==> config.mk <==
export PLATFORM = sky130hd
export DESIGN_NAME = food_placer
export DESIGN_NICKNAME = d
export VERILOG_FILES = /design/src/rtl/food_placer.sv
export SDC_FILE = /design/constraint.sdc
export NUM_CORES = 1
export LEC_CHECK = 0
export CORE_UTILIZATION = 50
export DETAILED_ROUTE_END_ITERATION = 10
export PLACE_DENSITY_LB_ADDON = 0.3
export SYNTH_ARGS = -nofsm -noshare
export SYNTH_HDL_FRONTEND = slang
export SYNTH_SLANG_ARGS = --single-unit
==> constraint.sdc <==
create_clock -name clk -period 2.2 [get_ports clk]
set_clock_uncertainty 0.05 [all_clocks]
set_input_delay 0.44 -clock clk [delete_from_list [all_inputs] [get_ports clk]]
set_output_delay 0.44 -clock clk [all_outputs]
set_load 0.005 [all_outputs]
==> src/rtl/food_placer.sv <==
// food_placer: picks a free board cell for new food from the rng stream.
//   clk            in   system clock
//   reset          in   asynchronous active-low reset
//   place_req      in   one-cycle pulse: place new food
//   rand_x/rand_y  in   random column/row from the rng
//   query_x/_y     out  registered occupancy lookup address
//   query_occupied in   snake on the query cell, valid one clock after the address changes
//   food_x/_y      out  current food cell
//   food_valid     out  food position valid
//   busy           out  placement in progress
//   place_done     out  one-cycle pulse: food placed
//   board_full     out  no free cell found
module food_placer #(
    parameter int BOARD_WIDTH       = 40,
    parameter int BOARD_HEIGHT      = 30,
    parameter int BOARD_WIDTH_BITS  = 6,
    parameter int BOARD_HEIGHT_BITS = 5,
    parameter int MAX_TRIES         = 8,
    parameter int TRY_BITS          = 4
) (
    input  logic                         clk,
    input  logic                         reset,
    input  logic                         place_req,
    input  logic [BOARD_WIDTH_BITS-1:0]  rand_x,
    input  logic [BOARD_HEIGHT_BITS-1:0] rand_y,
    output logic [BOARD_WIDTH_BITS-1:0]  query_x,
    output logic [BOARD_HEIGHT_BITS-1:0] query_y,
    input  logic                         query_occupied,
    output logic [BOARD_WIDTH_BITS-1:0]  food_x,
    output logic [BOARD_HEIGHT_BITS-1:0] food_y,
    output logic                         food_valid,
    output logic                         busy,
    output logic                         place_done,
    output logic                         board_full
);
    localparam logic [BOARD_WIDTH_BITS-1:0]  X_LAST = BOARD_WIDTH_BITS'(BOARD_WIDTH - 1);
    localparam logic [BOARD_HEIGHT_BITS-1:0] Y_LAST = BOARD_HEIGHT_BITS'(BOARD_HEIGHT - 1);
    localparam logic [TRY_BITS-1:0]          T_MAX  = TRY_BITS'(MAX_TRIES);

    typedef enum logic [2:0] {IDLE, RAND_WAIT, RAND_CHK, SCAN_WAIT, SCAN_CHK} state_t;

    state_t              state;
    logic [TRY_BITS-1:0] tries;

    always_ff @(posedge clk or negedge reset) begin
        if (!reset) begin
            state      <= IDLE;
            tries      <= '0;
            query_x    <= '0;
            query_y    <= '0;
            food_x     <= '0;
            food_y     <= '0;
            food_valid <= 1'b0;
            busy       <= 1'b0;
            place_done <= 1'b0;
            board_full <= 1'b0;
        end else begin
            place_done <= 1'b0;
            case (state)
                IDLE: if (place_req) begin
                    query_x    <= rand_x;
                    query_y    <= rand_y;
                    tries      <= TRY_BITS'(1);
                    food_valid <= 1'b0;
                    board_full <= 1'b0;
                    busy       <= 1'b1;
                    state      <= RAND_WAIT;
                end
                RAND_WAIT: state <= RAND_CHK;
                RAND_CHK: if (!query_occupied) begin
                    food_x     <= query_x;
                    food_y     <= query_y;
                    food_valid <= 1'b1;
                    place_done <= 1'b1;
                    busy       <= 1'b0;
                    state      <= IDLE;
                end else if (tries < T_MAX) begin
                    query_x <= rand_x;
                    query_y <= rand_y;
                    tries   <= tries + 1'b1;
                    state   <= RAND_WAIT;
                end else begin
                    // random probing exhausted: deterministic scan guarantees termination
                    query_x <= '0;
                    query_y <= '0;
                    state   <= SCAN_WAIT;
                end
                SCAN_WAIT: state <= SCAN_CHK;
                SCAN_CHK: if (!query_occupied) begin
                    food_x     <= query_x;
                    food_y     <= query_y;
                    food_valid <= 1'b1;
                    place_done <= 1'b1;
                    busy       <= 1'b0;
                    state      <= IDLE;
                end else if (query_x == X_LAST && query_y == Y_LAST) begin
                    board_full <= 1'b1;
                    busy       <= 1'b0;
                    state      <= IDLE;
                end else begin
                    query_x <= (query_x == X_LAST) ? '0 : query_x + 1'b1;
                    query_y <= (query_x == X_LAST) ? query_y + 1'b1 : query_y;
                    state   <= SCAN_WAIT;
                end
                default: state <= IDLE;
            endcase
        end
    end
endmodule

==> summary.md, run 1 <==
| Metric | Value |
|---|---|
| Hold_ws | `452 ps` |
| Max incr delay on CP | `560 ps` |
| CTS sink count | `33` |
| GPL Wtd Cong | `0.805` |
| Num rows | `21` |
| Hold depth | `2` |
| Max-Cap Viols | `0` |
| Final Non-Filler Cells | `283` |
| Post-Syn Nets | `about 210` |
| Setup repair bufs after CTS | `0` |
| Mux share of post-synthesis cell area | `0.0441` |
| CP cell instances | `ha_1 > nand4b_4 > nand4b_4 > a2111o_4 > a211oi_2 > a21oi_1` |
| Slew Limit Fails | `0` |
| Cells after Synth | `187` |
| First-pass GRT wire length | `around 6500 um` |
| Initial DRC count | `130` |
| Port Buf Inserts | `40` |
| Final WL | `around 4100 um` |
| Peak VDD IR | `roughly 0.7 mV` |
| XOR/XNOR Fraction of Synth Area | `0.00490` |
| Cts bufs inserted | `5` |
| Detailed Routing Iterations Pass 1 | `4` |
| CP bufs+invs | `0` |
| Core area | `0.00339 mm2` |
| Post-DP HPWL | `about 2900 um` |
| Cell family with most CP delay | `compound AO/OA/AOI/OAI gates` |
| Area Overhead vs Synth | `32.4%` |
| Tmin final | `2030 ps` |
| FF+latch count, synth | `33` |
| Clk slew on worst S/H paths | `110 ps` |
| Crit path depth | `6` |
| Starting Density | `0.527` |
| WP data arrival | `2200 ps` |
| Slowest cell on the critical path | `a2111o_4` |
| Placed Cells | `275` |
| Number of global-route vias before repair | `1436` |
| Final antenna-violating net count | `0` |
| CTS resizes | `0` |
| Initial antenna violation count | `0` |
| Final nets | `roughly 260` |
| Routed WL per cell | `14.3 um` |
| GRT Resource Usage Total | `0.236` |
| Mean Syn Cell Area | `roughly 9.6 um2` |
| Crit path max fanout | `10` |
| Antenna cells | `0` |
| Max Fclk | `between 0.4 and 0.5 GHz` |
| Status | `finished, final reports clean` |
| CP endpoint kind | `register` |
| CTS H-tree lvls | `2` |
| Critical path data required time | `2370 ps` |
| Mapped Area | `about 0.0018 mm2` |
| Synth Area in Adders | `0.0280` |
| FFs w/ async S/R, synth | `1.00` |
| Crit-path most repeated cell | `nand4b_4` |
| Worst-margin pin slew | `approximately 660 ps` |
| Worst Reg2Reg Path Length in Cells | `6` |
| Max Root-Sink Buffers | `2` |
| Die Wd | `61.8 um` |
| Most common cell after layout, fill and taps aside | `clkdlybuf4s50_1` |
| DRC violations left | `0` |
| Util after Layout | `0.698` |
| Critical path launch point type | `register` |
| YS warnings | `0` |
| CTS tree | `done` |
| Largest family of logic cells by synthesized area | `simple AND/OR/NAND/NOR gates` |
| Fin. Hold Viols | `0` |
| Root Driver | `clkbuf_4` |
| Fraction of the mapped netlist area in simple logic gates | `0.208` |
| Leak Pwr | `1.04 nW` |
| Seq/Total Area, Yosys | `0.462` |
| Post-synth EDFFs | `0` |
| Tcrit/Tclk final | `0.924` |
| Die Area | `0.00382 mm2` |
| Unrepaired setup endpoints after global routing | `false` |
| DR vias | `1586` |
| Io pins | `just over 40` |
| Most frequent cells in the layout | `clkdlybuf4s50_1 (40), dfrtp_1 (33), a21oi_1 (18)` |
| Post-synthesis compound-gate area fraction | `0.197` |
| Clk_lat worst skew | `330 ps` |
| Min-delay worst type | `reg2reg` |
| Vias/cell | `~5.6` |
| Largest net degree at the start of global routing | `34` |
| Total grt overflow | `0` |
| Final setup viols | `0` |
| TNS Setup | `0 ps` |
| Post-synth cell types | `42` |
| Ratio of cells with drive above 1 in the final layout | `0.156` |
| Die height | `61.8 um` |
| P per Cell Area | `1280 mW/mm2` |
| Synth Flop Type | `dfrtp_1` |
| Max-slew headroom | `0.561` |
| Cts hold-fix bufs | `0` |
| Critical path class | `reg2reg` |
==> routing by layer <==
| layer | global-route usage | up-vias | routed length [um] |
|---|---|---|---|
| li1 | - | 765 | - |
| met1 | 0.314 | 755 | 1810 |
| met2 | 0.376 | 62 | 2000 |
| met3 | 0.0580 | 4 | 209 |
| met4 | 0.0794 | 0 | 32 |
| met5 | 0 | - | 0 |
==> logic make-up (layout without fill, tap and decap cells) <==
| family | count (synthesis) | count (layout) |
|---|---|---|
| flip-flops | 33 | 33 |
| adder cells (fa/ha/maj) | 4 | 4 |
| AND/OR/NAND/NOR | 64 | 64 |
| multiplexers | 7 | 7 |
| buffers and inverters | 22 | 72 |
| AO/OA/AOI/OAI | 56 | 56 |
| XOR/XNOR | 1 | 1 |
==> Yosys cell counts, drive strengths merged, types with 2 or more instances <==
cell / instances / area share
nand4b: 2 / 0.027
a211oi: 4 / 0.020
a31oi: 2 / 0.0070
o32ai: 2 / 0.0098
inv: 12 / 0.025
nor2: 17 / 0.036
clkbuf: 4 / 0.0084
nand2: 10 / 0.021
nor2b: 4 / 0.014
a21oi: 19 / 0.055
o21ai: 22 / 0.064
dfrtp: 33 / 0.46
nand2b: 5 / 0.018
mux2: 7 / 0.044
nor3b: 2 / 0.0084
nand4: 2 / 0.0070
buf: 6 / 0.022
nor3: 9 / 0.025
ha: 4 / 0.028
nand3: 5 / 0.014
==> worst register-to-register path, cell delays in order, from the launching register on <==
cell,delay [ps]
dfrtp_1,400
ha_1,280
nand4b_4,170
nand4b_4,200
a2111o_4,560
a211oi_2,210
a21oi_1,50
==> final cells by class <==
| class | instances | area (um2) |
|---|---|---|
| clock buffer | 7 | 55.1 |
| timing repair buffer | 52 | 490 |
| multi-input combinational | 132 | 862 |
| inverter | 12 | 45.0 |
| clock inverter | 1 | 30.0 |
| tap | 46 | 57.6 |
| sequential | 33 | 826 |
| fill | 243 | 1020 |
==> flip-flops by register name, summed over array words and instances, names as in the netlist <==
| register | count |
|---|---|
| busy | 1 |
| food_y | 5 |
| board_full | 1 |
| tries | 4 |
| place_done | 1 |
| state | 3 |
| food_valid | 1 |
| food_x | 6 |
| query_x | 6 |
| query_y | 5 |
==> stage by stage <==
stage	worst slack [ps]	total power, W	cell area, um2
2_1_floorplan	267	0.00187	1790
3_3_place_gp	3.51	0.00250	2280
3_5_place_dp	-57.0	0.00257	2280
4_1_cts	168	0.00306	2370
5_1_grt	56.0	0.00328	2370
6_report	167	0.00304	2370
==> report_power, final <==
part           total, W  leakage, nW  internal [W]  switching (W)
clock          0.000472       0.0455      0.000271       0.000200
sequential      0.00110        0.412      0.000858       0.000242
combinational   0.00147        0.578      0.000820       0.000647
==> path summary, 6_finish.rpt <==
path | startpoint | to | slack (ps)
hold / removal | food_x[3] | food_x[3] | 450
min in group asynchronous | reset | query_y[4] | 460
setup / recovery | query_x[1] | query_y[1] | 170
max in group asynchronous | reset | busy | 1320
hold reg to reg | food_x[3] | food_x[3] | 450
setup reg to reg | query_x[1] | query_y[1] | 170
(Power assumes the default switching activity.)
==> run 2, diff against run 1 <==
PLACE_DENSITY = 0.8   (was not set)
PLACE_DENSITY_LB_ADDON = not set   (was 0.3)
==> run 2 against run 1 <==
  * Flip-flop and latch count stayed put
  * Routed wire length is essentially flat
  * Final cell count shrank 0.71%
  * Fmax increased by 0.14%
  * First-iteration DRC count down 49%
  * Sequential power about the same
  * Critical path type unchanged
  * Largest power group unchanged
==> summary.md, run 2 (synthesized netlist as in run 1, its figures left out) <==
| Metric | Value |
|---|---|
| Critical path class | `reg2reg (unchanged)` |
| GPL Wtd Cong | `0.831 (was 0.805)` |
| Worst setup startpoint | `query_x[1] (unchanged)` |
| Tcrit/Tclk final | `0.923 (was 0.924)` |
| Routed WL per cell | `14.4 um (was 14.3 um)` |
| CTS sink count | `33 (unchanged)` |
| Cts bufs inserted | `5 (unchanged)` |
| CTS tree | `done (unchanged)` |
| Worst Reg2Reg Path Length in Cells | `6 (unchanged)` |
| Ratio of cells with drive above 1 in the final layout | `0.149 (was 0.156)` |
| Io pins | `41 (unchanged)` |
| Number of global-route vias before repair | `1429 (was 1436)` |
| Die Wd | `61.8 um (unchanged)` |
| GRT Resource Usage Total | `0.237 (was 0.236)` |
| Die height | `61.8 um (unchanged)` |
| Dpl cell area | `0.00227 mm2 (was 0.00228 mm2)` |
| Reg2reg setup slack | `170 ps (about the same)` |
| Clk slew on worst S/H paths | `100 ps (was 110 ps)` |
| Status | `finished, final reports clean (unchanged)` |
| TNS Setup | `0 ps (unchanged)` |
| Fillcell total | `270 (was 243)` |
| Seq pwr share | `0.385 (was 0.362)` |
| FF-to-FF Start | `query_x[1] (unchanged)` |
| CTS H-tree lvls | `2 (unchanged)` |
| Tmin final | `2030 ps (about the same)` |
| Critical path launch point type | `register (unchanged)` |
| Largest net degree at the start of global routing | `34 (unchanged)` |
| Total grt overflow | `0 (unchanged)` |
| P_int | `0.00177 W (was 0.00195 W)` |
| Top flop regs | `food_x (6), query_x (6) (unchanged)` |
| Final WL | `4060 um (was 4050 um)` |
| Switching Share | `0.380 (was 0.358)` |
| Fin. Hold Viols | `0 (unchanged)` |
| Root Driver | `clkbuf_4 (unchanged)` |
| Starting Density | `0.527 (unchanged)` |
| Core area | `0.00339 mm2 (unchanged)` |
| Most frequent cells in the layout | `clkdlybuf4s50_1 (40), dfrtp_1 (33), a21oi_1 (18) (unchanged)` |
| Vias/cell | `5.58 (was 5.60)` |
| Cts hold-fix bufs | `0 (unchanged)` |
| Die Area | `0.00382 mm2 (unchanged)` |
| Most common cell after layout, fill and taps aside | `clkdlybuf4s50_1 (unchanged)` |
| Max Root-Sink Buffers | `2 (unchanged)` |
| First-pass GRT wire length | `6530 um (was 6480 um)` |
| Setup ws final | `170 ps (was 167 ps)` |
| Psw | `0.00109 W (about the same)` |
| Critical path data required time | `2380 ps (was 2370 ps)` |
| Worst-margin pin slew | `688 ps (was 658 ps)` |
| Port Buf Inserts | `40 (unchanged)` |
| Post-DP HPWL | `3030 um (was 2940 um)` |
| Max-Cap Viols | `0 (unchanged)` |
| Leak Pwr | `1.01 nW (was 1.04 nW)` |
| CP endpoint kind | `register (unchanged)` |
| Initial DRC count | `66 (was 130)` |
| Initial antenna violation count | `0 (unchanged)` |
| Final setup viols | `0 (unchanged)` |
| Detailed Routing Iterations Pass 1 | `4 (unchanged)` |
| Crit path max fanout | `10 (unchanged)` |
| Area Overhead vs Synth | `29.7% (was 32.4%)` |
| Max Fclk | `0.493 GHz (was 0.492 GHz)` |
| Min-delay worst type | `in2async (was reg2reg)` |
| Unrepaired setup endpoints after global routing | `false (unchanged)` |
| Part of the power in combinational logic | `0.500 (was 0.483)` |
| Peak VDD IR | `0.610 mV (was 0.703 mV)` |
| Hold_ws | `442 ps (was 452 ps)` |
| DR vias | `1568 (was 1586)` |
| Placed Cells | `273 (was 275)` |
| P per Cell Area | `1240 mW/mm2 (was 1280 mW/mm2)` |
| Final Non-Filler Cells | `281 (was 283)` |
| Final nets | `253 (was 255)` |
| CTS resizes | `0 (unchanged)` |
| Clock power frac | `0.114 (was 0.155)` |
| End of the critical path | `query_y[1] (unchanged)` |
| WP data arrival | `2210 ps (was 2200 ps)` |
| DRC violations left | `0 (unchanged)` |
| R2r endpoint | `query_y[1] (unchanged)` |
| Max-slew headroom | `0.541 (was 0.561)` |
| Final antenna-violating net count | `0 (unchanged)` |
| Setup repair bufs after CTS | `0 (unchanged)` |
| Dpl ws | `-59.3 ps (was -57.0 ps)` |
| Antenna cells | `0 (unchanged)` |
| Slew Limit Fails | `0 (unchanged)` |
| Clk_lat worst skew | `340 ps (was 330 ps)` |
| Num rows | `21 (unchanged)` |
| Design Area, Final | `0.00232 mm2 (was 0.00237 mm2)` |
==> run 2: changes by cell type in the layout (fill, tap and decap cells not counted) <==
| cell | delta |
|---|---|
| buf_4 | -2 |
| clkbuf_8 | -1 |
| clkinv_2 | +2 |
| bufinv_16 | -1 |
==> run 2: cell type report <==
cell class	count	area (um2)	share of cell area
flip-flops and latches	33	826	0.356
inverters	12	45.0	0.0194
clock buffers	6	41.3	0.0178
multi-input cells	132	862	0.372
clock inverters	2	10.0	0.00432
well taps	46	57.6	0.0248
repair buffers	50	475	0.205
==> run 2: worst min-delay path by stage <==
stage | from | endpoint | cells after the start
6_report | reset | food_x[4] | 2
5_1_grt | reset | food_x[5] | 2
3_3_place_gp | food_x[5] | food_x[5] | 2
4_1_cts | reset | food_x[4] | 2
3_5_place_dp | food_y[1] | food_y[1] | 2
2_1_floorplan | reset | board_full | 0
==> run 2: stage by stage <==
step	total power, W	utilization
after floorplan	0.00187	-
after global placement	0.00247	0.669
after detailed placement	0.00256	0.669
after CTS	0.00289	0.684
after global routing	0.00310	0.684
final	0.00286	0.684
==> run 2: power by group through the flow <==
stage                     Sequential [W]  Clock (W)  Combinational, W
after floorplan                  0.00109          0          0.000780
after global placement           0.00110          0           0.00137
after detailed placement         0.00112          0           0.00144
after CTS                        0.00111   0.000343           0.00144
after global routing             0.00115   0.000373           0.00158
final                            0.00110   0.000327           0.00143
==> run 2: critical path, cell delays in order, from the launching register on <==
cell and delay [ps]:
dfrtp_1 390, ha_1 280, nand4b_4 160, nand4b_4 200, a2111o_4 560, a211oi_2 230, a21oi_1 60
==> run 2: metal layers <==
layer / global-route usage / wire length (um)
met5: 0 / 0
met4: 0.0921 / 60
met3: 0.0497 / 189
met2: 0.382 / 2110
met1: 0.314 / 1690
==> run 3, diff against run 2 <==
SLEW_MARGIN = 20   (was not set)
==> results of run 3 <==
Final layout, timing and power as in run 2 (identical DEF).
==> RTL edit (flow settings as in run 1) <==
Change the parameter `BOARD_HEIGHT_BITS` from 5 to 10.
--- a/src/rtl/food_placer.sv
+++ b/src/rtl/food_placer.sv
@@ -14,7 +14,7 @@
     parameter int BOARD_WIDTH       = 40,
     parameter int BOARD_HEIGHT      = 30,
     parameter int BOARD_WIDTH_BITS  = 6,
-    parameter int BOARD_HEIGHT_BITS = 5,
+    parameter int BOARD_HEIGHT_BITS = 10,
     parameter int MAX_TRIES         = 8,
     parameter int TRY_BITS          = 4
 ) (
Interface: changed (resized food_y, query_y and rand_y); port bits go from 41 to 56. The function was not compared with the original's and may differ.
==> RTL edit against run 1 <==
First-iteration DRC count is 26% higher. Cell count is 27% higher. Setup slack worse by 0.20 ns. Count of clock-buffer cells in the layout is 1 higher. The run now ends with negative setup slack left. Total power is 38% higher. Global-route usage is 1.2 points higher. Sequential cell count is 10 higher. Wire length is 40% higher. Final area is 34% higher. Sequential share of layout area is 0.86 points lower. Via count is 33% higher. Synthesized area is 26% higher. Combinational power is 50% higher.
==> RTL edit: results (changes against run 1) <==
path_clk_slew_ns: 0.08  # -0.03 ns
cts_made_buffers: 5  # unchanged
reg_top3: "food_y: 10 flops, query_y: 10 flops"
synthArstFlopShare_pct: 100  # unchanged
wl_per_cell_um: 15.9  # +11%
clock_latency_ns: 0.29  # -0.04 ns
gp_congestion: 0.903  # +12%
r2r_end: "query_x[5]"
grt_use_met3_pct: 5.26  # -0.53 points
drt-initial-drc-count: 164  # +26%
leakagePower_nw: 1.38  # +34%
grt_util_met2_pct: 41.3  # +3.7 points
synth.area.top_cells: "dfrtp_1 48%, mux2_2 6.5%, o21ai_0 6.0%"
first_pass_iters: 4  # unchanged
fin_nets: 329  # +29%
dp_hpwl_mm: 4.03  # +37%
setup_viol: 6  # +6
vias: 2105  # +33%
yosysSeqAreaShare_pct: 47.8  # +1.6 points
reg2reg_from: "query_y[1]"
tns_ns: -0.0851  # -0.0851 ns
cp.arrival_ns: 2.35  # +0.15 ns
hold_class: "in -> async"
fillCellCount: 336  # +38%
clockRootBuffer: "clkbuf_8"
synth_cell_types: 50  # +19%
crit_slowest_cell: "or4_4"
antenna_found_initial: 0  # unchanged
antenna_cells: 0  # unchanged
worst_slack_ns: -0.0373  # -0.204 ns
grt_max_degree: 24  # -29%
violations: "negative setup slack"
drive_above_1_share_pct: 19.3  # +3.7 points
grt_pass1_wl_mm: 9.40  # +45%
cts_buffer_depth: 2  # unchanged
status: "finished, violations left"
cp_max_fo: 7  # -3
worst_pin_slew_ns: 0.601  # -0.0567 ns
synth_nets: 253  # +23%
grt_pass1_vias: 2011  # +40%
max_stage_delay_ns: 0.46  # -0.10 ns
met1_usage_pct: 32.3  # +0.89 points
gr-usage-all-layers_pct: 24.7  # +1.2 points
io_buffers: 55  # +38%
ir_drop_v: 0.000786  # +12%
synth_commonest_cells: "43 x dfrtp_1, 27 x o21ai_0, 18 x nor2_1"
htree_levels: 2  # unchanged
reg2reg_depth: 8  # +2
yosysWarnings: 0  # unchanged
[RTL edit: changes by cell type after synthesis, sizes merged, moves of 4 or more]
| cell | change |
|---|---|
| nor3 | -7 |
| nand2 | +5 |
| dfrtp | +10 |
| and3 | +4 |
| o21ai | +6 |
| clkbuf | +6 |
| a32oi | +4 |
| mux2 | +7 |
| a21oi | -11 |
| o31ai | +8 |
| nand3 | +6 |
[RTL edit: cells by family (layout without fill, tap and decap cells)]
logic type | Yosys count | count (layout) | synth area share (%)
flip-flops | 43 | 43 | 47.8
buffers and inverters | 24 | 101 | 4.39
XOR/XNOR | 2 | 2 | 0.779
AO/OA/AOI/OAI | 68 | 68 | 19.9
AND/OR/NAND/NOR | 73 | 73 | 17.2
adder cells (fa/ha/maj) | 4 | 4 | 2.22
multiplexers | 15 | 15 | 7.62
[RTL edit: repair_timing]
| item | in CTS | in global routing |
|---|---|---|
| gates resized for setup | 5 | 12 |
| endpoints found under the setup margin | 7 | 16 |
| buffers inserted | 0 | 1 |
| pin swaps | 0 | 2 |
[RTL edit: worst max-delay path, delay by kind of cell, from the launching register on]
kind	cells	cell delay, ns
AOI/OAI and AO/OA	1	0.11
adders and majority gates	1	0.11
buffers and inverters	2	0.22
DFF	1	0.39
and+or+nand+nor	4	1.21
[RTL edit: per-stage QoR]
step	util [%]	hold WS [ns]	instance area (um2)	cells	setup slack (ns)
6_report	73.1	0.0559	3160	358	-0.0373
5_1_grt	73.1	0.0925	3160	358	-0.112
4_1_cts	72.2	0.0684	3120	357	-0.0293
3_5_place_dp	69.6	0.393	3010	349	-0.0211
3_3_place_gp	69.6	0.382	3010	349	0.0209
2_1_floorplan	-	0.0944	2250	229	-0.210
[RTL edit: routing by layer]
metal  routed length, um  share of wire, %
met1                2480                44
met4                  55              0.97
met5                   0                 0
met3                 327               5.7
met2                2830                50
[RTL edit: worst max-delay path by stage]
stage,depth (start not counted),slack (ns),start,end
after floorplan,8,-0.21,query_y[1],query_y[0]
after global placement,7,0.02,query_y[1],query_y[0]
after detailed placement,8,-0.02,query_y[1],query_x[5]
after CTS,8,-0.03,query_y[1],query_x[5]
after global routing,8,-0.11,query_y[1],query_x[5]
final,8,-0.04,query_y[1],query_x[5]
[RTL edit: layout make-up]
cell class,instances,area share [%]
Multi-Input combinational cell,162,34.9
Sequential cell,43,34.0
Timing Repair Buffer,82,24.5
Clock buffer,8,3.17
Tap cell,52,2.06
Inverter,11,1.31
[RTL edit: power by group]
group          leakage [nW]  switching (mW)  total [mW]  internal (mW)
registers             0.534           0.291        1.43           1.14
logic                 0.798           0.945        2.21           1.27
clock network        0.0515           0.264       0.551          0.287
total                  1.38            1.50        4.20           2.70
